==> src/rtl/rob_ss_m.sv <==
// Superscalar reorder buffer.
// A circular buffer of NUM_ROB entries that holds the new physical
// destination (T) and the displaced mapping (T_old) for each instruction.
// Dispatch is in order and all-or-nothing, up to WAYS lanes per cycle.
// Completions arrive out of order on C_PORTS ports. Retirement is a
// combinational in-order prefix of up to WAYS completed entries.
// Rollback squashes every entry younger than a kept branch entry.
// full and empty come from the occupancy counter and never from comparing
// head with tail, because head == tail holds both when empty and when full.
module rob_ss_m #(
    parameter int NUM_ROB = 32,
    parameter int NUM_PR  = 64,
    parameter int WAYS    = 2,
    parameter int C_PORTS = 2,
    localparam int PRW    = $clog2(NUM_PR),
    localparam int IDXW   = $clog2(NUM_ROB),
    localparam int CNTW   = IDXW + 1
) (
    input  logic                    clock,
    input  logic                    reset,
    input  logic                    en,
    input  logic [WAYS-1:0]         dispatch_valid,
    input  logic [WAYS*PRW-1:0]     T_in,
    input  logic [WAYS*PRW-1:0]     T_old_in,
    output logic                    dispatch_ready,
    output logic [WAYS*IDXW-1:0]    dispatch_idx,
    input  logic [C_PORTS-1:0]      complete_valid,
    input  logic [C_PORTS*IDXW-1:0] complete_idx,
    input  logic                    rollback_en,
    input  logic [IDXW-1:0]         rollback_idx,
    output logic [WAYS-1:0]         retire_valid,
    output logic [WAYS*PRW-1:0]     retire_T,
    output logic [WAYS*PRW-1:0]     retire_T_old,
    output logic [IDXW-1:0]         head_idx,
    output logic [CNTW-1:0]         count,
    output logic                    full,
    output logic                    empty
);

    // State: per-entry flags and payload, the two pointers and the occupancy
    logic [NUM_ROB-1:0] valid_q;
    logic [NUM_ROB-1:0] complete_q;
    logic [NUM_ROB-1:0] valid_d;
    logic [NUM_ROB-1:0] complete_d;
    logic [PRW-1:0]     t_q     [NUM_ROB];
    logic [PRW-1:0]     t_old_q [NUM_ROB];
    logic [IDXW-1:0]    head_q;
    logic [IDXW-1:0]    tail_q;
    logic [IDXW-1:0]    head_d;
    logic [IDXW-1:0]    tail_d;
    logic [CNTW-1:0]    count_q;
    logic [CNTW-1:0]    count_d;

    // Per-lane and per-port slot indices
    logic [IDXW-1:0]    disp_slot [WAYS];
    logic [IDXW-1:0]    ret_slot  [WAYS];
    logic [IDXW-1:0]    cmp_slot  [C_PORTS];

    logic [CNTW-1:0]    n_req;
    logic [CNTW-1:0]    free_slots;
    logic               disp_fire;

    logic [WAYS-1:0]    ret_mask;
    logic [CNTW-1:0]    ret_num;
    logic               ret_run;

    // Rollback bookkeeping. rb_dist is the branch's age relative to head;
    // rb_span is the number of entries younger than the branch.
    logic               rb_hit;
    logic [IDXW-1:0]    rb_dist;
    logic [IDXW-1:0]    rb_span;
    logic [CNTW-1:0]    rb_kept;
    logic [NUM_ROB-1:0] squash;

    assign rb_hit  = rollback_en && valid_q[rollback_idx];
    assign rb_dist = rollback_idx - head_q;
    assign rb_span = tail_q - rollback_idx - IDXW'(1);
    // The branch itself is valid, so at least one entry is kept (1..NUM_ROB).
    assign rb_kept = {1'b0, rb_dist} + CNTW'(1);

    for (genvar g = 0; g < WAYS; g++) begin : g_lane
        assign disp_slot[g] = tail_q + IDXW'(g);
        assign ret_slot[g]  = head_q + IDXW'(g);
        assign dispatch_idx[g*IDXW +: IDXW] = disp_slot[g];
        assign retire_T[g*PRW +: PRW]       = t_q[ret_slot[g]];
        assign retire_T_old[g*PRW +: PRW]   = t_old_q[ret_slot[g]];
    end

    for (genvar p = 0; p < C_PORTS; p++) begin : g_port
        assign cmp_slot[p] = complete_idx[p*IDXW +: IDXW];
    end

    // An entry is squashed when its distance past the branch falls within
    // the younger span; the mod-NUM_ROB subtraction handles wrap-around.
    for (genvar j = 0; j < NUM_ROB; j++) begin : g_sq
        logic [IDXW-1:0] rel;
        assign rel       = IDXW'(j) - rollback_idx - IDXW'(1);
        assign squash[j] = rel < rb_span;
    end

    // Count the lanes requested by dispatch
    always_comb begin
        n_req = '0;
        for (int i = 0; i < WAYS; i++) begin
            n_req = n_req + CNTW'(dispatch_valid[i]);
        end
    end

    // Space is judged before retirement, so a same-cycle retire never makes room
    assign free_slots     = CNTW'(NUM_ROB) - count_q;
    assign dispatch_ready = (free_slots >= n_req) && !rb_hit;
    assign disp_fire      = en && dispatch_ready && (|dispatch_valid);

    // Retire the in-order prefix of valid and complete entries. Retirement
    // never runs past a branch that is rolling back in the same cycle.
    always_comb begin
        ret_mask = '0;
        ret_num  = '0;
        ret_run  = en;
        for (int k = 0; k < WAYS; k++) begin
            if (ret_run && valid_q[ret_slot[k]] && complete_q[ret_slot[k]] &&
                !(rb_hit && (IDXW'(k) > rb_dist))) begin
                ret_mask[k] = 1'b1;
                ret_num     = ret_num + CNTW'(1);
            end else begin
                ret_run = 1'b0;
            end
        end
    end

    assign retire_valid = ret_mask;

    // Next-state flags. Order matters: completion first, then retire clears,
    // then squash clears (so a completion to a squashed entry is lost), then
    // dispatch sets.
    always_comb begin
        valid_d    = valid_q;
        complete_d = complete_q;
        for (int p = 0; p < C_PORTS; p++) begin
            if (complete_valid[p] && valid_q[cmp_slot[p]]) begin
                complete_d[cmp_slot[p]] = 1'b1;
            end
        end
        for (int k = 0; k < WAYS; k++) begin
            if (ret_mask[k]) begin
                valid_d[ret_slot[k]]    = 1'b0;
                complete_d[ret_slot[k]] = 1'b0;
            end
        end
        if (rb_hit) begin
            valid_d    = valid_d & ~squash;
            complete_d = complete_d & ~squash;
        end
        if (disp_fire) begin
            for (int i = 0; i < WAYS; i++) begin
                if (dispatch_valid[i]) begin
                    valid_d[disp_slot[i]]    = 1'b1;
                    complete_d[disp_slot[i]] = 1'b0;
                end
            end
        end
    end

    // Next pointers and occupancy
    always_comb begin
        head_d  = head_q + ret_num[IDXW-1:0];
        tail_d  = tail_q;
        count_d = count_q - ret_num;
        if (rb_hit) begin
            tail_d  = rollback_idx + IDXW'(1);
            count_d = rb_kept - ret_num;
        end else if (disp_fire) begin
            tail_d  = tail_q + n_req[IDXW-1:0];
            count_d = count_q + n_req - ret_num;
        end
    end

    // Control state; nothing moves while en is low
    always_ff @(posedge clock or negedge reset) begin
        if (!reset) begin
            valid_q    <= '0;
            complete_q <= '0;
            head_q     <= '0;
            tail_q     <= '0;
            count_q    <= '0;
        end else if (en) begin
            valid_q    <= valid_d;
            complete_q <= complete_d;
            head_q     <= head_d;
            tail_q     <= tail_d;
            count_q    <= count_d;
        end
    end

    // Payload storage; contents are meaningful only while the entry is valid
    always_ff @(posedge clock) begin
        if (disp_fire) begin
            for (int i = 0; i < WAYS; i++) begin
                if (dispatch_valid[i]) begin
                    t_q[disp_slot[i]]     <= T_in[i*PRW +: PRW];
                    t_old_q[disp_slot[i]] <= T_old_in[i*PRW +: PRW];
                end
            end
        end
    end

    assign head_idx = head_q;
    assign count    = count_q;
    assign full     = (count_q == CNTW'(NUM_ROB));
    assign empty    = (count_q == '0);

endmodule

==> config.mk <==
export PLATFORM = sky130hd
export DESIGN_NAME = rob_ss_m
export DESIGN_NICKNAME = d
export VERILOG_FILES = /design/src/rtl/rob_ss_m.sv
export SDC_FILE = /design/constraint.sdc
export NUM_CORES = 1
export LEC_CHECK = 0
export BUFFER_PORTS_ARGS = -buffer_cell sky130_fd_sc_hd__clkbuf_2
export CAP_MARGIN = 40
export CORE_MARGIN = 2
export CORE_UTILIZATION = 32
export CTS_BUF_LIST = sky130_fd_sc_hd__clkbuf_16
export DETAILED_ROUTE_END_ITERATION = 10
export PLACE_DENSITY = 0.49
export SYNTH_ARGS = -nofsm -noshare
export SYNTH_HDL_FRONTEND = slang
export SYNTH_SLANG_ARGS = --single-unit
==> constraint.sdc <==
create_clock -name clock -period 5.85 [get_ports clock]
set_input_delay 0.585 -clock clock [delete_from_list [all_inputs] [get_ports clock]]
set_output_delay 0.585 -clock clock [all_outputs]
set_load 0.01 [all_outputs]
==> results.json <==
{
  "overflow": 0,
  "clk_path_buf_depth": 3,
  "timing.critical_path.fanout_max": 8,
  "worstSetupPathType": "flop to flop",
  "avgSynthCellArea_um2": 12.9,
  "finalSetupTns_ns": 0,
  "slew_viol_final": 0,
  "cts.clk_slew.worst_paths_ns": 0.06,
  "postRouteAntennaNets": 0,
  "via_count": 24200,
  "grt_first_pass_wirelength_mm": 184,
  "yosys.area.top_type": "edfxtp_1",
  "rsz0062_at_grt": "no",
  "clock_skew_ns": 0.0557,
  "totalWireLength_mm": 129,
  "pwr-share-seq": 0.289,
  "layout-drive-gt1-share": 0.373,
  "firstDrtPassIters": 6,
  "finalCritPeriodShare": 0.935,
  "ys_seq_area_frac": 0.422,
  "cap_violations": 0,
  "cts-resized-gates": 0,
  "finalSetupViolations": 0,
  "diodes": 0,
  "synth_cell_types": 82,
  "routedWlPerCell_um": 33.0,
  "cts_tree": "yes",
  "synth_nets": 2658,
  "ctsHoldBuffers": 1,
  "clkPwrFrac": 0.233,
  "fmax_mhz": 183,
  "seqCellArea_um2": 13500,
  "synth_edf_count": 384,
  "relSlewSlack": 0.345,
  "portBuffers": 96,
  "hold_viol_final": 0,
  "fill_cells": 9516,
  "critPathArrivalTime_ns": 6.05,
  "cp-start-kind": "flop",
  "intPower_mw": 8.90,
  "gp_congestion": 0.960,
  "ys_warn_count": 0,
  "grt_max_degree": 125,
  "tightest_slew_ns": 0.983,
  "swShare": 0.402,
  "antenna_found_initial": 1,
  "netlist_top_cells_area": "edfxtp_1 36%, mux4_2 16%, mux2_2 12%",
  "die_h_um": 320,
  "endpoint_kind": "flop",
  "ys_ff_latch": 464,
  "cts_sinks": 464,
  "synth_top_area_share": 0.360,
  "netlist_area_um2": 32000,
  "combPwrFrac": 0.478,
  "area.growth.synth_to_final_pct": 14.5,
  "synth_ff_type": "edfxtp_1",
  "multiInputGateArea_um2": 17400,
  "p_per_area_nw_per_um2": 406,
  "rr_worst_depth": 26,
  "p_leak_nw": 13.2,
  "dr.first_iter.drc_count": 3167,
  "place_hpwl_mm": 88.8,
  "period_needed_ns": 5.47,
  "vias_per_cell": 6.19,
  "report.power.total_mw": 14.9,
  "status": "finished, final reports clean",
  "p_switching_mw": 5.98,
  "track_usage": 0.249,
  "nets": 2745,
  "crit_path_max_incr_delay_ns": 0.56,
  "insertion_delay_ns": 0.66,
  "ys_async_sr_fraction": 0.172,
  "ctsHtreeMaxLevel": 2,
  "synthCells": 2482,
  "clk_root_buffer_cell": "clkbuf_16",
  "min_path_type": "primary input to asynchronous set/reset pin",
  "num_rows": 116,
  "most-common-layout-cells": "384 x edfxtp_1, 341 x mux2_2, 228 x mux4_2",
  "die_x_um": 320,
  "cts_buffers": 56,
  "slowest_stage": "dfrtp_4",
  "num_io_pins": 97,
  "start_util": 0.321,
  "route.detailed.drc": 0,
  "max-vdd-ir-drop_mv": 0.320,
  "whs_ns": 0.352,
  "core_um2": 99700,
  "first_global_vias": 24300,
  "die-area_um2": 103000,
  "mostFrequentLayoutCell": "edfxtp_1",
  "post-cts-setup-buffers": 0,
  "crit_required_ns": 6.43
}
## registers in the layout, summed over array words and instances, names as in the netlist
signal      count
t_q           192
head_idx        5
complete_q     32
valid_q        32
t_old_q       192
count           6
tail_q          5
## layer usage
metal | track usage | part of all wire | up-vias
met5 | 0 | 0.000093 | -
met4 | 0.112 | 0.050 | 2
met3 | 0.0480 | 0.082 | 278
met2 | 0.395 | 0.46 | 1292
met1 | 0.329 | 0.41 | 12700
li1 | - | - | 10000
## synthesized netlist by cell type, drive strengths merged (15+ instances only)
cell / number
nand3: 59
o21ai: 75
mux2i: 25
dfrtp: 80
xnor2: 40
mux2: 394
nand2b: 15
nor2b: 16
nor3: 20
nand2: 117
edfxtp: 384
a21o: 45
nor2: 77
nand4: 23
a211oi: 21
a21oi: 80
a22oi: 75
o211ai: 18
mux4: 228
ha: 121
clkbuf: 144
o22ai: 42
inv: 93
buf: 88
## final timing paths
kind / to / from / slack, ns
setup / recovery: count[5] / head_idx[0] / 0.38
hold / removal: count[5] / reset / 0.35
setup reg to reg: count[5] / head_idx[0] / 0.38
hold reg to reg: complete_q[2] / complete_q[2] / 0.55
max in group asynchronous: complete_q[23] / reset / 4.60
min in group clock: valid_q[7] / dispatch_valid[0] / 0.48
## cells by family (layout without fill, tap and decap cells)
kind of cell | count (synthesis) | after routing | synth area share
AO/OA/AOI/OAI | 467 | 467 | 0.102
XOR/XNOR | 54 | 54 | 0.0148
adder cells (fa/ha/maj) | 129 | 129 | 0.0522
buffers and inverters | 328 | 462 | 0.0413
flip-flops | 464 | 464 | 0.422
multiplexers | 647 | 647 | 0.306
AND/OR/NAND/NOR | 393 | 393 | 0.0612
## per-stage QoR
stage / setup WS [ns] / utilization / std cells / cell area (um2)
after floorplan: 0.00982 / - / 2482 / 32100
after global placement: 0.363 / 0.346 / 3791 / 34500
after detailed placement: 0.289 / 0.350 / 3808 / 34900
after CTS: 0.450 / 0.368 / 3914 / 36700
after global routing: 0.0287 / 0.368 / 3914 / 36700
final: 0.378 / 0.368 / 3914 / 36700
## critical path: cells and delay by family (launching register included)
| kind | cells | cell delay, ns |
|---|---|---|
| adders and majority gates | 6 | 1.91 |
| xor gates and xnor gates | 1 | 0.14 |
| and+or+nand+nor | 10 | 1.53 |
| AOI/OAI and AO/OA | 8 | 1.16 |
| DFF | 1 | 0.56 |
| buffers and inverters | 1 | 0.07 |
## area by class of cell
type,instances,area share
Sequential cell,464,0.369
Clock buffer,57,0.0389
Timing Repair Buffer,261,0.0543
Clock inverter,48,0.00962
Inverter,96,0.00982
Multi-Input combinational cell,1690,0.474
Tap cell,1298,0.0443
## power by group through the flow
stage | clock (mW) | combinational, mW | sequential (mW)
global placement | 0 | 6.96 | 4.34
floorplan | 0 | 4.64 | 4.20
global route | 3.64 | 7.65 | 4.31
finish | 3.47 | 7.12 | 4.30
detailed placement | 0 | 7.07 | 4.35
CTS | 3.52 | 7.11 | 4.28
(Power assumes the default switching activity.)
